File: src/rtl/fmps_link_tx.sv
// FMPS link transmitter.
// Formats one FMPS status record into a two-beat AXI-Stream packet (header, data)
// and drives it onto an Aurora TX link. Everything runs in the auClk domain.
//
// Ports:
//   auClk, auResetN      clock, asynchronous active-low reset
//   auChannelUp          link up; low aborts any packet and flushes the buffer
//   auFAstrobe           FA cycle marker; advances cycleCounter, clears per-cycle count
//   txInhibit            level; requests are dropped while high
//   sendStrobe           one-cycle request, samples fmpsIndex/fmpsData/flags
//   TX_tdata/tvalid/tlast/tready   AXI-Stream master
//   busy                 transmitter or buffer occupied
//   cycleCounter         FA cycle count
//   pktCount, dropCount  packets sent (wraps), requests dropped (saturates)
//   overrun              sticky, a request was lost to a full buffer
module fmps_link_tx #(
  parameter int unsigned INDEX_WIDTH        = 5,
  parameter logic [15:0] HEADER_MAGIC       = 16'hB6CF,
  parameter int unsigned MAX_PKTS_PER_CYCLE = 32,
  parameter int unsigned CNT_WIDTH          = 16
) (
  input  logic                   auClk,
  input  logic                   auResetN,
  input  logic                   auChannelUp,
  input  logic                   auFAstrobe,
  input  logic                   txInhibit,
  input  logic                   sendStrobe,
  input  logic [INDEX_WIDTH-1:0] fmpsIndex,
  input  logic [15:0]            fmpsData,
  input  logic                   flagFMPS2CC,
  input  logic                   flagCC2CC,
  output logic [31:0]            TX_tdata,
  output logic                   TX_tvalid,
  output logic                   TX_tlast,
  input  logic                   TX_tready,
  output logic                   busy,
  output logic [7:0]             cycleCounter,
  output logic [CNT_WIDTH-1:0]   pktCount,
  output logic [CNT_WIDTH-1:0]   dropCount,
  output logic                   overrun
);

  localparam int unsigned PcW = $clog2(MAX_PKTS_PER_CYCLE + 1);

  typedef enum logic [1:0] {StIdle, StHeader, StData} state_e;

  // Index is stored zero-extended to the full 5-bit field.
  typedef struct packed {
    logic [4:0]  idx;
    logic [15:0] data;
    logic        flag_fmps2cc;
    logic        flag_cc2cc;
    logic [7:0]  cyc;
  } pkt_t;

  state_e               state_q, state_d;
  pkt_t                 cur_q, cur_d;
  pkt_t                 pend_q, pend_d;
  pkt_t                 req_pkt;
  logic                 cap_valid_q, cap_valid_d;   // cur holds a packet not yet started
  logic                 pend_valid_q, pend_valid_d;
  logic [PcW-1:0]       pkts_in_cyc_q, pkts_in_cyc_d;
  logic [7:0]           cycle_counter_q, cycle_counter_d;
  logic [CNT_WIDTH-1:0] pkt_count_q, pkt_count_d;
  logic [CNT_WIDTH-1:0] drop_count_q, drop_count_d;
  logic                 overrun_q, overrun_d;
  logic [31:0]          tdata_q, tdata_d;
  logic                 tvalid_q, tvalid_d;
  logic                 tlast_q, tlast_d;

  logic req, limit_hit, to_pend, full_block, accept, drop;

  always_comb begin
    req_pkt                        = '0;
    req_pkt.idx[INDEX_WIDTH-1:0]   = fmpsIndex;
    req_pkt.data                   = fmpsData;
    req_pkt.flag_fmps2cc           = flagFMPS2CC;
    req_pkt.flag_cc2cc             = flagCC2CC;
    req_pkt.cyc                    = cycle_counter_q;  // value before any same-cycle FA step
  end

  always_comb begin
    req        = sendStrobe && auChannelUp;
    limit_hit  = (32'(pkts_in_cyc_q) >= MAX_PKTS_PER_CYCLE);
    // A request can start directly only when the transmitter is completely free.
    to_pend    = (state_q != StIdle) || cap_valid_q;
    full_block = to_pend && pend_valid_q;
    accept     = req && !txInhibit && !limit_hit && !full_block;
    drop       = req && !accept;
  end

  always_comb begin
    state_d         = state_q;
    cur_d           = cur_q;
    pend_d          = pend_q;
    cap_valid_d     = cap_valid_q;
    pend_valid_d    = pend_valid_q;
    pkt_count_d     = pkt_count_q;
    drop_count_d    = drop_count_q;
    overrun_d       = overrun_q;
    cycle_counter_d = auFAstrobe ? cycle_counter_q + 8'd1 : cycle_counter_q;

    // Limit check above used the pre-clear count; an accepted request opens the new cycle.
    if (auFAstrobe) begin
      pkts_in_cyc_d = accept ? PcW'(1) : '0;
    end else begin
      pkts_in_cyc_d = accept ? pkts_in_cyc_q + PcW'(1) : pkts_in_cyc_q;
    end

    if (drop) begin
      if (drop_count_q != '1) drop_count_d = drop_count_q + CNT_WIDTH'(1);
      if (full_block && !txInhibit && !limit_hit) overrun_d = 1'b1;
    end

    if (accept) begin
      if (to_pend) begin
        pend_d       = req_pkt;
        pend_valid_d = 1'b1;
      end else begin
        cur_d        = req_pkt;
        cap_valid_d  = 1'b1;
      end
    end

    unique case (state_q)
      StIdle: begin
        if (cap_valid_q) begin
          state_d     = StHeader;
          cap_valid_d = 1'b0;
        end
      end
      StHeader: begin
        if (TX_tready) state_d = StData;
      end
      StData: begin
        if (TX_tready) begin
          pkt_count_d = pkt_count_q + CNT_WIDTH'(1);
          if (pend_valid_q) begin
            // Back-to-back: buffered packet goes straight out, no idle beat.
            cur_d        = pend_q;
            pend_valid_d = 1'b0;
            state_d      = StHeader;
          end else begin
            state_d = StIdle;
            // A request landing on the final beat would otherwise sit in the
            // buffer with nothing to drain it; start it through the idle path.
            if (accept) begin
              cur_d        = req_pkt;
              cap_valid_d  = 1'b1;
              pend_valid_d = 1'b0;
            end
          end
        end
      end
      default: state_d = StIdle;
    endcase

    if (!auChannelUp) begin
      state_d      = StIdle;
      cap_valid_d  = 1'b0;
      pend_valid_d = 1'b0;
      pkt_count_d  = pkt_count_q;
    end
  end

  // Outputs are registered from the next state so they change only on an edge.
  always_comb begin
    tvalid_d = (state_d != StIdle);
    tlast_d  = (state_d == StData);
    unique case (state_d)
      StHeader: tdata_d = {HEADER_MAGIC, 1'b0, cur_d.idx, 10'b0};
      StData:   tdata_d = {cur_d.flag_fmps2cc, cur_d.flag_cc2cc, 1'b0, cur_d.idx,
                           cur_d.data, cur_d.cyc};
      default:  tdata_d = '0;
    endcase
  end

  always_ff @(posedge auClk or negedge auResetN) begin
    if (!auResetN) begin
      state_q         <= StIdle;
      cur_q           <= '0;
      pend_q          <= '0;
      cap_valid_q     <= 1'b0;
      pend_valid_q    <= 1'b0;
      pkts_in_cyc_q   <= '0;
      cycle_counter_q <= '0;
      pkt_count_q     <= '0;
      drop_count_q    <= '0;
      overrun_q       <= 1'b0;
      tdata_q         <= '0;
      tvalid_q        <= 1'b0;
      tlast_q         <= 1'b0;
    end else begin
      state_q         <= state_d;
      cur_q           <= cur_d;
      pend_q          <= pend_d;
      cap_valid_q     <= cap_valid_d;
      pend_valid_q    <= pend_valid_d;
      pkts_in_cyc_q   <= pkts_in_cyc_d;
      cycle_counter_q <= cycle_counter_d;
      pkt_count_q     <= pkt_count_d;
      drop_count_q    <= drop_count_d;
      overrun_q       <= overrun_d;
      tdata_q         <= tdata_d;
      tvalid_q        <= tvalid_d;
      tlast_q         <= tlast_d;
    end
  end

  assign TX_tdata     = tdata_q;
  assign TX_tvalid    = tvalid_q;
  assign TX_tlast     = tlast_q;
  assign busy         = (state_q != StIdle) || cap_valid_q || pend_valid_q;
  assign cycleCounter = cycle_counter_q;
  assign pktCount     = pkt_count_q;
  assign dropCount    = drop_count_q;
  assign overrun      = overrun_q;

endmodule

File: config.mk
export PLATFORM = sky130hd
export DESIGN_NAME = fmps_link_tx
export DESIGN_NICKNAME = d
export VERILOG_FILES = /design/src/rtl/fmps_link_tx.sv
export SDC_FILE = /design/constraint.sdc
export NUM_CORES = 1
export LEC_CHECK = 0
export CORE_ASPECT_RATIO = 0.75
export CORE_MARGIN = 8
export CORE_UTILIZATION = 58
export CTS_CLUSTER_DIAMETER = 150
export DETAILED_ROUTE_END_ITERATION = 8
export GPL_ROUTABILITY_DRIVEN = 0
export PLACE_DENSITY = 0.89
export SYNTH_ARGS = -nofsm -noshare
export SYNTH_HDL_FRONTEND = slang
export SYNTH_SLANG_ARGS = --single-unit
File: constraint.sdc
create_clock -name auClk -period 4.57 [get_ports auClk]
set_clock_uncertainty 0.2 [all_clocks]
set_input_delay 0.457 -clock auClk [delete_from_list [all_inputs] [get_ports auClk]]
set_output_delay 0.457 -clock auClk [all_outputs]
set_load 0.03 [all_outputs]
; After elaboration in Yosys (flattened, before gate mapping)
; Index checks and enable logic that the tools add are counted.
[classes]
magnitude_cmp = 1
n_addsub = 4
eq_ne = 5
reduce_logical = 22
mux = 31
[op_table]
columns = op, count
row1 = 2-to-1 mux 31 bit, 6
row2 = one-hot mux 32 bit (2 select lines), 1
row3 = "adder 16 x 1 -> 16 bit, second input constant", 2
row4 = 2-to-1 mux 1 bit, 16
row5 = "!= test 16 bit, second input constant", 1
row6 = 2-to-1 mux 6 bit, 2
row7 = "adder 8 x 1 -> 8 bit, second input constant", 1
row8 = logical AND 1 bit, 8
row9 = 2-to-1 mux 2 bit, 4
row10 = "adder 6 x 1 -> 6 bit, second input constant", 1
row11 = ">= comparator 6 bit, second input constant", 1
row12 = one-hot mux 2 bit (3 select lines), 1
row13 = AND reduction 2 bit, 3
row14 = nonzero test 2 bit, 3
row15 = "equality test 2 x 1 -> 1 bit, second input constant", 2
row16 = "equality test 2 bit, second input constant", 2
row17 = zero test 1 bit, 4
row18 = AND reduction 3 bit, 1
row19 = zero test 2 bit, 1
row20 = logical OR 1 bit, 2
row21 = one-hot mux 1 bit (2 select lines), 1
[word_totals]
out_inout_bits = 76
in_bits = 30
elab_cells = 84
register_bits = 147

; Logic depth before layout (Yosys ltp)
; Gate-level depths: netlist (run 1).
[logic_depth]
depth_word = 11
ltp_mapped = 10
ltp_nobuf = 9

; Worst setup path before layout (run 1)
; No wires, ideal clock.
[synth_timing]
path_kind = register -> register
startpoint = register state_q[0]
endpoint = register tdata_q[17], in the netlist TX_tdata[17]
slack_ns = 2.142
required_time_ns = 4.217
arrival_ns = 2.074
setup_time_ns = 0.153
stages_incl_launch_ff = 11
period_less_slack_ns = 2.428
path_cell_list = dfrtp_1 -> clkbuf_2 -> nand3b_1 -> clkbuf_1 -> nor2_1 -> o21ai_0 -> inv_1 -> ha_1 -> nand2_1 -> clkbuf_1 -> o311ai_0
[synth_via]
elab_cells_between_ends = 22
classes_between = eq/ne: 4 / mux: 12 / reduce/logical: 6
[synth_rtl]
columns = element, line
row1 = "start, declared", 56  ; state_e state_q, state_d;
row2 = "start signal, assigned", 180  ; state_q <= StIdle;
row3 = "start signal, assigned", 194  ; state_q <= state_d;
row4 = "equality test 2 bit, or another cell as far along", 125  ; unique case (state_q)
row5 = one-hot mux 2 bit (3 select lines) (*), 125
row6 = 2-to-1 mux 2 bit (*), 158  ; if (!auChannelUp) begin
row7 = net state_d[0], 56
row8 = equality test 2 bit or equality test 2 x 1 -> 1 bit (tied branches), 170  ; unique case (state_d)
row9 = one-hot mux 32 bit (2 select lines) (*), 170
row10 = net tdata_d[17], 67  ; logic [31:0] tdata_q, tdata_d;
row11 = "end signal, assigned", 204  ; tdata_q <= tdata_d;
row12 = "end, declared", 67
; The timed path passes the listed nets; every way through them passes the cells marked *.
; A chain may end at the register's enable or synchronous reset.

; Final worst setup path (run 1)
[layout_timing]
startpoint = register pend_valid_q
endpoint = register tdata_q[25], in the netlist TX_tdata[25]
[layout_via]
elab_chain_len = 9
elab_cells_between_ends = 15
classes_between = eq/ne: 2 / mux: 10 / reduce/logical: 3
[layout_lines]
columns = element, line
row1 = "start, declared", 61  ; logic pend_valid_q, pend_valid_d;
row2 = "start signal, assigned", 198  ; pend_valid_q <= pend_valid_d;
row3 = logical AND 1 bit, 87  ; full_block = to_pend && pend_valid_q;
row4 = zero test 1 bit, 88  ; accept = req && !txInhibit && !limit_hit && !full_block;
row5 = logical AND 1 bit, 88
row6 = 2-to-1 mux 31 bit, 115  ; if (accept) begin
row7 = 2-to-1 mux 31 bit, 147  ; if (accept) begin
row8 = 2-to-1 mux 31 bit, 138  ; if (pend_valid_q) begin
row9 = 2-to-1 mux 31 bit, 136  ; if (TX_tready) begin
row10 = 2-to-1 mux 31 bit, 125
row11 = one-hot mux 32 bit (2 select lines) (*), 170
row12 = net tdata_d[25], 67
; Marks and branches as above.

==> results.json, run 1 <==
{
  "outcome": "finished, violations left",
  "violations": "negative hold slack",
  "rows": 34,
  "cts_root_buf": "clkbuf_16",
  "cp_data_arrival_time_ns": 3.27,
  "die_area_um2": 15400,
  "synth_seq_cells": 147,
  "ys.flop_type": "dfrtp_1",
  "hpwl_um": 11100,
  "cts_buffers": 17,
  "synth_compound_area_share_pct": 9.28,
  "yosys-top-cells-area": "dfrtp_1 (54%), mux2_2 (6.6%), mux2i_1 (4.0%)",
  "reg2reg_depth": 7,
  "instances_no_fill": 871,
  "pwr-share-comb_pct": 20.3,
  "synth_cells": 619,
  "met3_usage_pct": 4.90,
  "p_sw_w": 0.00115,
  "p_clk_share_pct": 35.0,
  "insertion_delay_ns": 0.42,
  "grt_setup_unrepaired": "no",
  "placed_cells": 839,
  "use_met2_pct": 39.1,
  "synth_area_um2": 6780,
  "power.leakage_nw": 3.85,
  "yosys.cell_count.top_type": "dfrtp_1",
  "diodes": 0,
  "end_kind": "flip-flop",
  "pin_count": 106,
  "slew_headroom_pct": 28.3,
  "ys_warn_count": 0,
  "gr-total-overflow": 0,
  "maxCapViolations": 0,
  "clock_sinks": 147,
  "period_needed_ns": 3.23,
  "drt_iter0_drc": 508,
  "cp-start-kind": "flip-flop",
  "firstDrtPassIters": 5,
  "synth_top_family_by_area": "simple AND/OR/NAND/NOR gates",
  "wire_per_inst_um": 19.7,
  "synth_fa_ha_area_share_pct": 1.66,
  "worst_slew_pin_slew_ns": 1.08,
  "syn_nets": 658,
  "fmax_mhz": 310,
  "finalSetupTns_ns": 0,
  "sw_frac_of_total_pct": 29.6,
  "htreeDepth": 4,
  "vias": 5271,
  "grtUsageTotal_pct": 22.8,
  "use_met1_pct": 27.9,
  "cts_resized": 0,
  "stdcell_area_um2": 8480,
  "internal-power_w": 0.00273,
  "drc": 0,
  "synth-edff-count": 0,
  "routed_via_density": 6.05,
  "synth.distinct_cells": 49,
  "path_class": "flip-flop to flip-flop",
  "synth_xor_area_share_pct": 5.29,
  "min_path_type": "input pin to asynchronous set/reset pin",
  "chipHeight_um": 110,
  "start_util_pct": 59.1,
  "muxShareOfSynthArea_pct": 10.8,
  "core_um2": 11500,
  "seq_area_frac_synth_pct": 54.2,
  "final_hold_viol_count": 16,
  "fin_crit_sh_pct": 70.6,
  "slew_viol_final": 0,
  "synthArstFlopShare_pct": 100,
  "synth_top_area_share_pct": 54.2,
  "r2r_start": "pend_valid_q$_DFF_PN0_",
  "r2r_slack_ns": 1.34,
  "die_w_um": 141,
  "r2r-end": "TX_tdata[25]$_DFF_PN0_",
  "drive_gt1_share_pct": 13.3,
  "postCtsSetupBuffers": 0,
  "top_usage_layer": "met2",
  "routed_wl_um": 17200,
  "holdWs_ns": -0.0418,
  "grt_max_degree": 119,
  "p_seq_share_pct": 44.7,
  "area_growth_pct": 25.0,
  "yosys.area.top_type": "dfrtp_1",
  "synth_area_per_cell_um2": 11.0,
  "dpl_cell_area_um2": 7900,
  "ctsLongestPathBuffers": 2,
  "ant_nets": 0,
  "grt_pass1_wl_um": 27700,
  "synthSimpleGateAreaFrac_pct": 14.9,
  "cts_tree": "yes",
  "cts.clk_slew.worst_paths_ns": 0.06,
  "synth_common_cells": "dfrtp_1 (147), nand2_1 (68), mux2_2 (40)",
  "setup_violations": 0,
  "worstPathRequired_ns": 4.62,
  "vdd_drop_max_uv": 393,
  "power_density_nw_per_um2": 457,
  "grt_pass1_vias": 5466,
  "io_buffers": 105,
  "ctsHoldBuffers": 0,
  "antenna_found_initial": 0,
  "fin_nets": 753,
  "crit_fanout": 33
}
## stage by stage
stage | hold WS, ns | total power (W) | setup WS, ns | util (%)
floorplan | -0.0386 | 0.00221 | 2.14 | -
global placement | 0.255 | 0.00246 | 1.40 | 68.8
detailed placement | 0.264 | 0.00252 | 1.27 | 68.8
CTS | 0.0469 | 0.00389 | 1.36 | 73.8
global route | 0.0745 | 0.00404 | 1.12 | 73.8
finish | -0.0418 | 0.00388 | 1.34 | 73.8
## cell families (layout without fill, tap and decap cells)
kind of cell,after synthesis,in the layout
mux,68,68
compound gates,95,95
xor+xnor,41,41
simple gates,204,204
buf+inv,55,163
fa+ha+maj,9,9
flops,147,147
## worst max-delay path by stage
stage | slack, ns | cells past startpoint | to | start
after global routing | 1.12 | 7 | TX_tdata[25]$_DFF_PN0_ | pend_valid_q$_DFF_PN0_
after floorplan | 2.14 | 10 | TX_tdata[17]$_DFF_PN0_ | state_q[0]$_DFF_PN0_
after global placement | 1.40 | 7 | TX_tdata[20]$_DFF_PN0_ | auChannelUp
final | 1.34 | 7 | TX_tdata[25]$_DFF_PN0_ | pend_valid_q$_DFF_PN0_
after detailed placement | 1.27 | 7 | TX_tdata[0]$_DFF_PN0_ | auChannelUp
after CTS | 1.36 | 7 | TX_tdata[25]$_DFF_PN0_ | pend_valid_q$_DFF_PN0_
## state kept, by name, summed over array words and instances (netlist names)
signal         cells
state_q            2
cur_q             31
pktCount          16
cap_valid_q        1
dropCount         16
cycleCounter       8
pkts_in_cyc_q      6
TX_tlast           1
overrun            1
TX_tdata          32
TX_tvalid          1
pend_valid_q       1
pend_q            31
## critical path, stage by stage (launching register included)
cell	delay, ns
dfrtp_1	0.38
inv_1	0.73
nor2_1	0.12
o21ai_0	0.42
ha_1	0.32
nand2_1	0.35
buf_4	0.36
o21ai_0	0.16
## power by group through the flow
| stage | Combinational (W) | Sequential [W] | Clock, W |
|---|---|---|---|
| detailed placement | 0.000779 | 0.00175 | 0 |
| global route | 0.000853 | 0.00176 | 0.00144 |
| CTS | 0.000790 | 0.00173 | 0.00137 |
| floorplan | 0.000403 | 0.00180 | 0 |
| finish | 0.000787 | 0.00173 | 0.00136 |
| global placement | 0.000735 | 0.00172 | 0 |
## layout make-up
| class | instances | area (um2) |
|---|---|---|
| well taps | 144 | 180 |
| flip-flops and latches | 147 | 3680 |
| clock buffers | 19 | 443 |
| inverters | 17 | 63.8 |
| clock inverters | 13 | 136 |
| repair buffers | 114 | 1120 |
| fillers | 784 | 3010 |
| multi-input cells | 417 | 2860 |
## cell usage in the layout (no fill, tap or decap), types with 3 or more instances in the layout
cell,count
nand2_1,67
and4_1,5
mux2_2,40
a21boi_0,6
mux2i_1,27
clkinvlp_4,4
o22ai_1,11
clkbuf_16,17
and3_1,17
clkinv_2,4
nand4_1,12
ha_1,9
nor3_1,12
nand2b_1,7
xnor2_1,30
a31oi_1,13
xor2_1,11
nand3_1,20
a21o_1,5
dfrtp_1,147
clkinv_4,3
o21ai_0,24
o211ai_1,7
inv_1,17
a21oi_1,7
clkdlybuf4s50_1,104
buf_4,9
a31o_2,6
o311ai_0,3
nor2b_1,14
nor2_1,38
o31ai_1,3
## routing by layer
metal | wire length, um | vias to the layer above
met3 | 1140 | 39
met4 | 357 | 0
met1 | 7180 | 2636
li1 | - | 2349
met5 | 0 | -
met2 | 8500 | 247
Power figures use the tool's default switching activity.
==> inputs of run 2 (changes only) <==
--- a/config.mk
+++ b/config.mk
@@ -7,11 +7,11 @@
 export LEC_CHECK = 0
 export CORE_ASPECT_RATIO = 0.75
 export CORE_MARGIN = 8
-export CORE_UTILIZATION = 58
+export CORE_UTILIZATION = 49
 export CTS_CLUSTER_DIAMETER = 150
 export DETAILED_ROUTE_END_ITERATION = 8
 export GPL_ROUTABILITY_DRIVEN = 0
-export PLACE_DENSITY = 0.89
+export PLACE_DENSITY = 0.81
 export SYNTH_ARGS = -nofsm -noshare
 export SYNTH_HDL_FRONTEND = slang
 export SYNTH_SLANG_ARGS = --single-unit
==> constraint.sdc (replaced) <==
create_clock -name auClk -period 2.77 [get_ports auClk]
set_clock_uncertainty 0.2 [all_clocks]
set_input_delay 0.277 -clock auClk [delete_from_list [all_inputs] [get_ports auClk]]
set_output_delay 0.277 -clock auClk [all_outputs]
set_load 0.03 [all_outputs]
==> results.json, run 2 (synthesized netlist as in run 1, its figures left out) <==
{
  "fmax_mhz": 397,
  "rows": 37,
  "die_area_um2": 17900,
  "slew_headroom_pct": 57.4,
  "grt_setup_unrepaired": "no",
  "cp_data_arrival_time_ns": 2.04,
  "chipHeight_um": 118,
  "cp-start-kind": "flip-flop",
  "start_util_pct": 49.8,
  "slew_viol_final": 0,
  "grt_max_degree": 67,
  "diodes": 0,
  "fin_crit_sh_pct": 91.0,
  "cts.clk_slew.worst_paths_ns": 0.06,
  "clock_sinks": 147,
  "routed_wl_um": 17000,
  "mostFrequentLayoutCell": "dfrtp_1",
  "power_density_nw_per_um2": 729,
  "cts_buffers": 17,
  "outcome": "finished clean",
  "critical_path.startpoint": "pend_valid_q$_DFF_PN0_",
  "min_path_type": "input pin to asynchronous set/reset pin",
  "insertion_delay_ns": 0.41,
  "ctsLongestPathBuffers": 2,
  "largest_reg_flops": 32,
  "finalSetupTns_ns": 0,
  "antenna_found_initial": 1,
  "gr-total-overflow": 0,
  "final_hold_viol_count": 0,
  "num-fill-cells": 1050,
  "drive_gt1_share_pct": 14.4,
  "drc": 0,
  "wire_per_inst_um": 18.5,
  "grt_pass1_vias": 5448,
  "grt_pass1_wl_um": 28500,
  "maxCapViolations": 0,
  "crit_fanout": 41,
  "vias": 5157,
  "ant_nets": 0,
  "r2r_start": "state_q[1]$_DFF_PN0_",
  "worstPathRequired_ns": 2.29,
  "power.leakage_nw": 3.94,
  "firstDrtPassIters": 4,
  "htreeDepth": 4,
  "core_um2": 13600,
  "period_needed_ns": 2.52,
  "fin_util_pct": 63.6,
  "grtUsageTotal_pct": 19.4,
  "path_class": "flip-flop to output port",
  "layout_common_cells": "dfrtp_1 (147), clkdlybuf4s50_1 (104), nand2_1 (67)",
  "end_kind": "output port",
  "cts_root_buf": "clkbuf_16",
  "setup_violations": 0,
  "worst_slew_pin_slew_ns": 0.640,
  "fin_nets": 770,
  "reg2reg_depth": 7,
  "die_w_um": 152,
  "hpwl_um": 11800,
  "cts_tree": "yes",
  "pin_count": 106,
  "io_buffers": 105,
  "drt_iter0_drc": 325,
  "vdd_drop_max_uv": 705,
  "area_growth_pct": 27.6,
  "routed_via_density": 5.62
}
==> run 2: cell count changes in the layout (fill, tap and decap cells not counted) <==
cell           change
clkinv_2           -2
buf_12             +3
clkinvlp_4         -3
dlygate4sd3_1      +1
clkbuf_8           +3
buf_4             +13
bufinv_16          -1
clkinv_4           -3
clkbuf_1           +5
==> run 2: final cells by class <==
type                       count  area (um2)  area share [%]
multi-input combinational    417        2860            33.0
sequential                   147        3680            42.5
clock inverter                 4        47.5           0.549
inverter                      17        63.8           0.737
timing repair buffer         131        1290            14.9
tap                          175         219            2.53
clock buffer                  27         503            5.81
==> run 2: critical path: stages (launching register included) <==
cell,delay [ns]
dfrtp_1,0.34
buf_4,0.40
nand2b_1,0.20
clkdlybuf4s50_1,0.68
==> run 2: power breakdown <==
part	switching, W	internal (W)
Sequential	0.000338	0.00253
Combinational	0.000657	0.000645
Clock	0.000818	0.00132
==> run 2: through the flow <==
stage | worst slack, ns | area (um2) | instances | total power (W) | hold WS (ns)
detailed placement | 0.0731 | 8100 | 886 | 0.00419 | 0.116
global placement | 0.164 | 8100 | 886 | 0.00410 | 0.110
CTS | 0.224 | 8660 | 918 | 0.00634 | 0.246
finish | 0.249 | 8660 | 918 | 0.00631 | 0.221
global route | 0.139 | 8660 | 918 | 0.00661 | 0.269
floorplan | 0.342 | 6780 | 619 | 0.00364 | -0.219
==> run 2: final timing paths <==
check                                           end  slack (ns)
min reg2reg                pktCount[15]$_DFFE_PN0P_        0.27
min                        pktCount[11]$_DFFE_PN0P_        0.22
max in group asynchronous    pend_q[18]$_DFFE_PN0P_        1.40
max                                            busy        0.25
max reg2reg                  TX_tdata[26]$_DFF_PN0_        0.33
min in group auClk         pktCount[15]$_DFFE_PN0P_        0.27
==> run 2: routing by layer <==
metal / share of wire [%] / track usage (%)
met1: 44 / 24.7
met2: 48 / 30.4
met3: 5.4 / 5.84
met4: 2.0 / 8.08
met5: 0.059 / 0
==> run 2: repair_timing <==
action | CTS | global route
endpoints found under the setup margin | 0 | 0
hold buffers | 1 | 0
buffers inserted | 0 | 0
endpoints found under the hold margin | 63 | 0
resized for setup | 0 | 0
==> inputs of run 3 (changes only) <==
--- a/config.mk
+++ b/config.mk
@@ -10,7 +10,7 @@
 export CORE_UTILIZATION = 49
 export CTS_CLUSTER_DIAMETER = 150
 export DETAILED_ROUTE_END_ITERATION = 8
-export GPL_ROUTABILITY_DRIVEN = 0
+export HOLD_SLACK_MARGIN = 0.06
 export PLACE_DENSITY = 0.81
 export SYNTH_ARGS = -nofsm -noshare
 export SYNTH_HDL_FRONTEND = slang
==> results of run 3 <==
Same layout as run 2: the final DEF is identical, and so are final timing and power.
